**config.mk**
```make
export PLATFORM = sky130hd
export DESIGN_NAME = fp_result_drain_flat
export DESIGN_NICKNAME = d
export VERILOG_FILES = /design/src/rtl/fp_pkg.sv /design/src/rtl/fp_result_drain_if.sv /design/src/rtl/result_fifo.sv /design/src/rtl/fp_result_drain.sv /design/src/flat_wrapper.sv
export SDC_FILE = /design/constraint.sdc
export NUM_CORES = 1
export LEC_CHECK = 0
export BUFFER_PORTS_ARGS = -buffer_cell sky130_fd_sc_hd__buf_2
export CAP_MARGIN = 10
export CORE_UTILIZATION = 55
export DETAILED_ROUTE_END_ITERATION = 8
export PLACE_DENSITY = 0.77
export RECOVER_POWER = 25
export SETUP_SLACK_MARGIN = 0.15
export SYNTH_ARGS = -nofsm -noshare
export SYNTH_HDL_FRONTEND = slang
export SYNTH_SLANG_ARGS = --single-unit
export TNS_END_PERCENT = 1
```
**constraint.sdc**
```tcl
create_clock -name clk -period 2.7 [get_ports clk]
set_clock_uncertainty 0.1 [all_clocks]
set_input_delay 0.54 -clock clk [delete_from_list [all_inputs] [get_ports clk]]
set_output_delay 0.54 -clock clk [all_outputs]
set_load 0.05 [all_outputs]
```
**src/rtl/fp_pkg.sv**
```systemverilog
// rtl/fp_pkg.sv - shared widths, flag struct, drain state and classifier
// Purpose: common types for the product drain stage.
//   FP_W/EXP_W/MAN_W : IEEE-754 single-precision field widths
//   fp_flags_t       : {nan, inf, zero, subnormal}, one-hot or all-zero
//   drain_state_t    : input handshake FSM states
//   fp_classify      : combinational class of a 32-bit product
package fp_pkg;

    localparam int FP_W  = 32;
    localparam int EXP_W = 8;
    localparam int MAN_W = 23;

    typedef struct packed {
        logic nan;
        logic inf;
        logic zero;
        logic subnormal;
    } fp_flags_t;

    typedef enum logic {
        IDLE,
        ACK
    } drain_state_t;

    function automatic fp_flags_t fp_classify(input logic [FP_W-1:0] v);
        logic [EXP_W-1:0] e;
        logic [MAN_W-1:0] m;
        fp_flags_t        f;
        e           = v[FP_W-2 -: EXP_W];
        m           = v[MAN_W-1:0];
        f.nan       = (e == {EXP_W{1'b1}}) && (m != '0);
        f.inf       = (e == {EXP_W{1'b1}}) && (m == '0);
        f.zero      = (e == '0) && (m == '0);
        f.subnormal = (e == '0) && (m != '0);
        return f;
    endfunction

endpackage

```
**src/rtl/fp_result_drain_if.sv**
```systemverilog
// rtl/fp_result_drain_if.sv - product handshake and result stream bundle
// Purpose: groups the multiplier-side four-phase handshake, the consumer-side
// valid/ready stream and the status outputs of fp_result_drain.
//   resultReady/resBus/resultAccept : multiplier four-phase handshake
//   outValid/outReady/outData/outFlags : FWFT head entry stream
//   level/overflowSeen              : occupancy and sticky overflow status
// Modports: slave = drain side, master = multiplier/consumer side.
interface fp_result_drain_if #(
    parameter int DEPTH = 4
);
    import fp_pkg::*;

    localparam int CNT_W = $clog2(DEPTH + 1);

    logic             resultReady;
    logic [FP_W-1:0]  resBus;
    logic             resultAccept;
    logic             outValid;
    logic             outReady;
    logic [FP_W-1:0]  outData;
    logic [3:0]       outFlags;
    logic [CNT_W-1:0] level;
    logic             overflowSeen;

    modport slave (
        input  resultReady, resBus, outReady,
        output resultAccept, outValid, outData, outFlags, level, overflowSeen
    );

    modport master (
        output resultReady, resBus, outReady,
        input  resultAccept, outValid, outData, outFlags, level, overflowSeen
    );

endinterface

```
**src/rtl/result_fifo.sv**
```systemverilog
// rtl/result_fifo.sv - synchronous first-word-fall-through FIFO
// Purpose: DEPTH x WIDTH buffer; head entry is always visible on data_o.
//   clk, rst     : clock, synchronous active-high reset
//   push_i/data_i: write strobe and data (ignored when full)
//   pop_i        : remove head entry (ignored when empty)
//   data_o       : head entry, don't-care when empty
//   full_o/empty_o/level_o : status
module result_fifo #(
    parameter int DEPTH = 4,
    parameter int WIDTH = 36,
    parameter int PTR_W = $clog2(DEPTH),
    parameter int CNT_W = $clog2(DEPTH + 1)
) (
    input  logic             clk,
    input  logic             rst,
    input  logic             push_i,
    input  logic [WIDTH-1:0] data_i,
    input  logic             pop_i,
    output logic [WIDTH-1:0] data_o,
    output logic             full_o,
    output logic             empty_o,
    output logic [CNT_W-1:0] level_o
);

    logic [WIDTH-1:0] mem_q [DEPTH];
    logic [PTR_W-1:0] wptr_q, wptr_d;
    logic [PTR_W-1:0] rptr_q, rptr_d;
    logic [CNT_W-1:0] level_q, level_d;
    logic             do_push;
    logic             do_pop;

    assign full_o  = (level_q == CNT_W'(DEPTH));
    assign empty_o = (level_q == '0);
    assign level_o = level_q;
    assign data_o  = mem_q[rptr_q];

    assign do_push = push_i && !full_o;
    assign do_pop  = pop_i && !empty_o;

    // DEPTH is a power of two, so pointer increment wraps naturally.
    always_comb begin
        wptr_d  = do_push ? wptr_q + PTR_W'(1) : wptr_q;
        rptr_d  = do_pop  ? rptr_q + PTR_W'(1) : rptr_q;
        level_d = level_q;
        case ({do_push, do_pop})
            2'b10:   level_d = level_q + CNT_W'(1);
            2'b01:   level_d = level_q - CNT_W'(1);
            default: level_d = level_q;
        endcase
    end

    always_ff @(posedge clk) begin
        if (rst) begin
            wptr_q  <= '0;
            rptr_q  <= '0;
            level_q <= '0;
        end else begin
            wptr_q  <= wptr_d;
            rptr_q  <= rptr_d;
            level_q <= level_d;
        end
    end

    // Storage is not reset; contents are qualified by level.
    always_ff @(posedge clk) begin
        if (do_push) begin
            mem_q[wptr_q] <= data_i;
        end
    end

endmodule

```
**src/rtl/fp_result_drain.sv**
```systemverilog
// rtl/fp_result_drain.sv - classify and buffer multiplier products
// Purpose: accepts products over the resultReady/resultAccept four-phase
// handshake, tags them with IEEE-754 class flags and queues them in an FWFT
// FIFO presented as a valid/ready stream.
//   clk, rst : clock, synchronous active-high reset
//   bus      : fp_result_drain_if.slave (handshake, stream, status)
module fp_result_drain
    import fp_pkg::*;
#(
    parameter int DEPTH = 4
) (
    input  logic                clk,
    input  logic                rst,
    fp_result_drain_if.slave    bus
);

    localparam int CNT_W = $clog2(DEPTH + 1);

    drain_state_t     state_q;
    logic             accept_q;
    logic             ovf_q;
    logic             push;
    logic             full;
    logic             empty;
    fp_flags_t        flags_in;
    logic [35:0]      head;
    logic [CNT_W-1:0] level;

    assign flags_in = fp_classify(bus.resBus);

    // Capture only from IDLE, so one resultReady pulse yields one entry
    // regardless of how long it is held.
    assign push = (state_q == IDLE) && bus.resultReady && !full;

    result_fifo #(
        .DEPTH (DEPTH),
        .WIDTH (36)
    ) u_fifo (
        .clk     (clk),
        .rst     (rst),
        .push_i  (push),
        .data_i  ({flags_in, bus.resBus}),
        .pop_i   (bus.outReady),
        .data_o  (head),
        .full_o  (full),
        .empty_o (empty),
        .level_o (level)
    );

    always_ff @(posedge clk) begin
        if (rst) begin
            state_q  <= IDLE;
            accept_q <= 1'b0;
            ovf_q    <= 1'b0;
        end else begin
            case (state_q)
                IDLE: begin
                    if (bus.resultReady) begin
                        if (!full) begin
                            state_q  <= ACK;
                            accept_q <= 1'b1;
                        end else begin
                            ovf_q <= 1'b1;
                        end
                    end
                end
                ACK: begin
                    if (!bus.resultReady) begin
                        state_q  <= IDLE;
                        accept_q <= 1'b0;
                    end
                end
                default: begin
                    state_q  <= IDLE;
                    accept_q <= 1'b0;
                end
            endcase
        end
    end

    assign bus.resultAccept = accept_q;
    assign bus.overflowSeen = ovf_q;
    assign bus.outValid     = !empty;
    assign bus.outData      = head[31:0];
    assign bus.outFlags     = head[35:32];
    assign bus.level        = level;

endmodule
```
**src/flat_wrapper.sv**
```systemverilog
// flat-port wrapper written by rule: the top's interface ports become plain ports
module fp_result_drain_flat import fp_pkg::*;
#(
    parameter int DEPTH = 4
)
  (clk, rst, bus_resultReady, bus_resBus, bus_outReady, bus_resultAccept, bus_outValid, bus_outData, bus_outFlags, bus_level, bus_overflowSeen);
  fp_result_drain_if #(.DEPTH(DEPTH)) bus_i ();
  input  logic clk;
  input  logic rst;
  input wire logic [$bits(bus_i.resultReady)-1:0] bus_resultReady;
  input wire logic [$bits(bus_i.resBus)-1:0] bus_resBus;
  input wire logic [$bits(bus_i.outReady)-1:0] bus_outReady;
  output wire logic [$bits(bus_i.resultAccept)-1:0] bus_resultAccept;
  output wire logic [$bits(bus_i.outValid)-1:0] bus_outValid;
  output wire logic [$bits(bus_i.outData)-1:0] bus_outData;
  output wire logic [$bits(bus_i.outFlags)-1:0] bus_outFlags;
  output wire logic [$bits(bus_i.level)-1:0] bus_level;
  output wire logic [$bits(bus_i.overflowSeen)-1:0] bus_overflowSeen;
  assign bus_i.resultReady = bus_resultReady;
  assign bus_i.resBus = bus_resBus;
  assign bus_i.outReady = bus_outReady;
  assign bus_resultAccept = bus_i.resultAccept;
  assign bus_outValid = bus_i.outValid;
  assign bus_outData = bus_i.outData;
  assign bus_outFlags = bus_i.outFlags;
  assign bus_level = bus_i.level;
  assign bus_overflowSeen = bus_i.overflowSeen;
  fp_result_drain #(.DEPTH(DEPTH)) u_core (.clk(clk), .rst(rst), .bus(bus_i));
endmodule
```
==> metrics.csv, run 1 <==
metric,value,unit
setup violators final,0,
CTS buffer count,17,
TNS Setup,0,ns
H-Tree Level Count,4,
worst slew pin tran,0.537,ns
antenna fix cells,0,
first-pass GRT wire length,16700,µm
final worst path period share,95.4,%
fin. max-slew vios,0,
DRC violations left,0,
chip width,106,µm
Leakage Power,0.00238,µW
post-layout util,68.9,%
drt first pass iters,4,
Area growth syn-to-layout,20.9,%
HP Class,input pin to register,
fill cell count,665,
vias in the first global route,3013,
"Power, Total",7650,µW
Sw Pwr,2490,µW
status,"finished, final reports clean",
fin cells,516,
"area leader, netlist",edfxtp_1,
synthesized cell area,5940,µm²
Initial DRC Count,165,
worst vdd rail ir drop,0.707,mV
CP arrival,1.93,ns
antenna-violating nets left,0,
share of cells above drive strength 1,33.4,%
Routed WL per cell,20.8,µm
vias,2933,
Final HPWL DP,6080,µm
"Clk pin slew, worst setup/hold paths",0.06,ns
largest net degree at the start of global routing,37,
Die Span Y,106,µm
CP endpoint kind,output pin,
register area,4570,µm²
max_cap viols,0,
PortBufs,77,
Crit Path Class,register to output pin,
Placed Instances,483,
Yosys warnings,0,
number of synthesized register bits,156,
sequential share of power,38.6,%
critical path launch point type,register,
Post-Syn Instances,272,
Vias per Instance,5.68,
post-synthesis sequential area ratio,76.8,%
Synth cell types,33,
Ports,78,
Final Hold Fails,0,
clock sink count,156,
area of the multi-input gates,1250,µm²
Comb pwr share,30.3,%
row cnt,37,
GRT Total Usage,21.1,%
Die Footprint,11200,µm²
Clock Tree Buf Depth,2,
Final WS setup,0.125,ns
Worst EP required,2.06,ns
RSZ-0062 raised after global routing,true,
Int Pwr,5160,µW
initial antenna violation count,0,
f_max,388,MHz
CTS tree,yes,
power share of the clock group,31.1,%
PwrDens,1060,nW/µm²
switch share,32.5,%
worst-path maximum fanout,10,
Routed WL,10700,µm
"Clk Latency, worst-skew pair",0.52,ns
Core Footprint,10400,µm²
min cycle time layout,2.57,ns
relative slew slack,63.9,%
Setup WS pre-CTS,0.336,ns
Synth top area share,72.8,%
# nets final,409,
Avg Inst Size Synth,21.8,µm²
Synth area leaders,"edfxtp_1 73%, mux4_2 11%, dfxtp_1 4.0%",
Clock Root Buffer,clkbuf_8,
Initial Util,57.0,%
syn nets,314,
Routability Congestion,0.766,
grt ovf,0,
## stage by stage
step / area (µm²) / hold WS [ns]
after floorplan: 5940 / 0.345
after global placement: 6540 / 0.357
after detailed placement: 6540 / 0.370
after CTS: 7200 / 0.125
after global routing: 7180 / 0.157
final: 7180 / 0.173
## synthesized netlist by cell type, drive strengths merged
| master | instances |
|---|---|
| ha | 5 |
| or2 | 1 |
| o311ai | 1 |
| nand2 | 3 |
| dfxtp | 12 |
| and2 | 1 |
| xnor2 | 1 |
| inv | 6 |
| and3 | 4 |
| nor3b | 1 |
| nand3 | 2 |
| buf | 8 |
| o31a | 1 |
| nor3 | 3 |
| nor2 | 7 |
| or3b | 1 |
| mux4 | 36 |
| fa | 1 |
| edfxtp | 144 |
| xor2 | 3 |
| and4 | 1 |
| nor4 | 7 |
| nand2b | 2 |
| nand4 | 3 |
| or3 | 2 |
| a21oi | 9 |
| clkbuf | 2 |
| nor2b | 1 |
| o21ai | 4 |
## state kept, by name, summed over array words and instances (netlist names), named ones only
register and count:
u_core.bus.resultAccept 1, u_core.state_q 1, u_core.bus.overflowSeen 1, u_core.u_fifo.wptr_q 2
u_core.u_fifo.mem_q 144, u_core.u_fifo.rptr_q 2, u_core.u_fifo.level_o 3
## power groups by stage
stage | registers [µW] | logic (µW) | clock network (µW)
6_report | 2950 | 2320 | 2380
4_1_cts | 2950 | 2340 | 2420
3_3_place_gp | 2960 | 2200 | 0
3_5_place_dp | 2980 | 2220 | 0
2_1_floorplan | 3030 | 1770 | 0
5_1_grt | 2970 | 2430 | 2510
## layer usage
layer	vias up	GRT usage, %	share of wire (%)
met4	0	9.62	1.5
met1	1491	28.0	42
met2	105	32.8	50
met5	-	0	0
met3	12	6.07	6.4
li1	1325	-	-
## cell usage in the layout (no fill, tap or decap), drive strengths merged, types with 2 or more instances in the layout
cell and instances:
nor2 7, ha 5, buf 61, mux4 36, nand4 3, dfxtp 12
bufinv 4, clkbuf 46, nor3 3, nand2b 2, xor2 3, nand3 2
nor4 7, nand2 3, clkinv 5, or3 2, edfxtp 144, inv 6
a21oi 9, o21ai 4, and3 4
## final timing paths
kind,cells after the start,end,startpoint,slack [ns]
worst min-delay path,1,u_core.u_fifo.mem_q[0][18],bus_resBus[18],0.17
worst max register to register,8,u_core.u_fifo.level_o[2],u_core.u_fifo.level_o[1],0.34
worst min register to register,2,u_core.state_q,u_core.state_q,0.38
worst max-delay path,3,bus_outData[27],register,0.13
## cells by family (layout without fill, tap and decap cells)
family	after synthesis	in the layout	share of synthesized area [%]
AO/OA/AOI/OAI	15	15	1.39
AND/OR/NAND/NOR	39	39	3.69
buffers and inverters	16	124	2.06
flip-flops	156	156	76.8
adder cells (fa/ha/maj)	6	6	1.39
XOR/XNOR	4	4	0.590
multiplexers	36	36	14.0
## timing repair
| action | in CTS | in global routing |
|---|---|---|
| endpoints found under the setup margin | 36 | 26 |
| buffers inserted | 0 | 0 |
| cloned | 1 | 0 |
| hold buffers | 0 | 0 |
| pin swaps | 0 | 0 |
| gates resized for setup | 12 | 6 |
## area by class of cell
class / instances / area share (%)
clock buffer: 22 / 6.03
inverter: 6 / 0.314
tap: 136 / 2.37
sequential: 156 / 63.6
timing repair buffer: 86 / 7.87
multi-input combinational: 100 / 17.5
clock inverter: 10 / 2.32
## worst max-delay path: stages, from the launching register on
cell	delay [ns]
dfxtp_4	0.40
bufbuf_16	0.31
mux4_2	0.49
buf_2	0.22
Note: power is estimated with default switching activity, not from simulation.
==> run 2, diff against run 1 <==
--- a/config.mk
+++ b/config.mk
@@ -7,11 +7,14 @@
 export LEC_CHECK = 0
 export BUFFER_PORTS_ARGS = -buffer_cell sky130_fd_sc_hd__buf_2
 export CAP_MARGIN = 10
-export CORE_UTILIZATION = 55
+export CELL_PAD_IN_SITES_DETAIL_PLACEMENT = 1
+export CELL_PAD_IN_SITES_GLOBAL_PLACEMENT = 1
+export CORE_UTILIZATION = 49
 export DETAILED_ROUTE_END_ITERATION = 8
-export PLACE_DENSITY = 0.77
+export PLACE_DENSITY_LB_ADDON = 0.1
 export RECOVER_POWER = 25
 export SETUP_SLACK_MARGIN = 0.15
+export SKIP_CTS_REPAIR_TIMING = 1
 export SYNTH_ARGS = -nofsm -noshare
 export SYNTH_HDL_FRONTEND = slang
 export SYNTH_SLANG_ARGS = --single-unit
==> metrics.csv, run 2 (synthesized netlist as in run 1, its figures left out) <==
metric,value,unit,change
Clock Root Buffer,clkbuf_16,,
Hold Path Stages,1,,unchanged
first-pass GRT wire length,17200,µm,+3.1%
max reg flops,144,,unchanged
min cycle time layout,2.49,ns,-0.0892 ns
register area,4570,µm²,unchanged
GRT Total Usage,19.3,%,-1.8 points
Routed WL per cell,21.3,µm,+2.6%
chip width,112,µm,+5.8%
PortBufs,77,,unchanged
Ports,78,,unchanged
"slowest stage cell, crit path",mux4_1,,
r2r startpoint,u_core.u_fifo.level_o[1],,
Reg with most FFs,u_core.u_fifo.mem_q,,
worst slew pin tran,0.594,ns,+0.0563 ns
Initial Util,51.1,%,-5.9 points
CP arrival,1.85,ns,-0.08 ns
Initial DRC Count,143,,-13%
fill cell count,1015,,+53%
CP peak stage delay,0.59,ns,+0.10 ns
relative slew slack,60.1,%,-3.8 points
Final Hold Fails,0,,unchanged
DRC violations left,7,,+7
Crit Path Class,register to output pin,,
Setup WS pre-CTS,0.265,ns,-0.0711 ns
final worst path period share,92.1,%,-3.3 points
Routed WL,11300,µm,+5.1%
failing checks,DRC,,
Top Layer Used,met4,,
largest net degree at the start of global routing,27,,-27%
RSZ-0062 raised after global routing,true,,
Worst EP required,2.06,ns,about the same
row cnt,39,,+5.4%
max_cap viols,0,,unchanged
met3 WL post-DR,587,µm,-14%
PwrDens,1030,nW/µm²,-2.9%
Clock Tree Buf Depth,2,,unchanged
critical path launch point type,register,,
Worst Min Path Start,bus_resBus[15],,
R2R depth,8,,unchanged
Core Footprint,11600,µm²,+11%
"commonest non-fill, non-tap cells in the layout","144 x edfxtp_1, 53 x buf_2, 30 x mux4_2",,
HP Class,input pin to register,,
stages on the worst setup path,3,,unchanged
worst vdd rail ir drop,0.642,mV,-9.2%
fin. max-slew vios,0,,unchanged
vias in the first global route,3136,,+4.1%
CTS tree,yes,,
M1 wire length,4690,µm,+3.3%
Final WS setup,0.214,ns,+0.0892 ns
Leakage Power,0.00235,µW,-1.1%
area of the multi-input gates,1260,µm²,+0.30%
Area growth syn-to-layout,19.1,%,
# nets final,415,,+1.5%
"Clk Latency, worst-skew pair",0.42,ns,-0.10 ns
antenna fix cells,0,,unchanged
cell area after layout,7080,µm²,-1.5%
number of buffers and inverters on the critical path,2,,unchanged
status,"complete, but fails checks",,
Die Footprint,12600,µm²,+12%
CP cell instances,"buf_12, mux4_1, buf_2",,
share of cells above drive strength 1,33.2,%,-0.26 points
drt first pass iters,6,,+2
vias,2921,,-0.41%
grt ovf,0,,unchanged
CTS buffer count,17,,unchanged
Final HPWL DP,7400,µm,+22%
"most common cell after layout, fill and taps aside",edfxtp_1,,
Die Span Y,112,µm,+5.8%
antenna-violating nets left,0,,unchanged
"Clk pin slew, worst setup/hold paths",0.06,ns,about the same
wire length on met2,5780,µm,+8.6%
setup violators final,0,,unchanged
Top Family by Delay on Critical Path,multiplexers,,
CP endpoint kind,output pin,,
initial antenna violation count,0,,unchanged
worst-path maximum fanout,11,,+1
f_max,402,MHz,+3.6%
placed instance area,6570,µm²,+0.40%
H-Tree Level Count,4,,unchanged
Vias per Instance,5.52,,-2.9%
Routability Congestion,0.688,,-10%
clock sink count,156,,unchanged
## run 2: area by class of cell
cell class	instances	area share, %
sequential	156	64.6
multi-input combinational	100	17.8
tap	143	2.53
clock inverter	13	1.17
inverter	6	0.318
timing repair buffer	92	7.50
clock buffer	19	6.12
## run 2: where the power goes
part           total, µW  internal, µW  switching (µW)
logic               2260           755            1510
registers           2960          2850             108
clock network       2090          1230             857
## run 2: final timing paths
kind                                 to  slack (ns)
min          u_core.u_fifo.mem_q[2][15]        0.28
min reg2reg     u_core.bus.overflowSeen        0.37
max                      bus_outData[2]        0.21
max reg2reg    u_core.u_fifo.level_o[2]        0.27
## run 2: metal layers
layer	up-vias	track usage, %
met4	0	8.89
met2	78	32.5
met1	1490	23.3
met3	13	5.62
met5	-	0
li1	1340	-
## run 2: stage by stage
stage / instances / util [%] / hold WS, ns / total power (µW) / TNS, ns
floorplan: 272 / - / 0.345 / 4800 / 0
global placement: 494 / 56.5 / 0.353 / 5250 / 0
detailed placement: 494 / 56.5 / 0.357 / 5280 / 0
CTS: 526 / 61.0 / 0.220 / 7380 / -0.0137
global route: 529 / 60.9 / 0.276 / 7570 / 0
finish: 529 / 60.9 / 0.282 / 7310 / 0
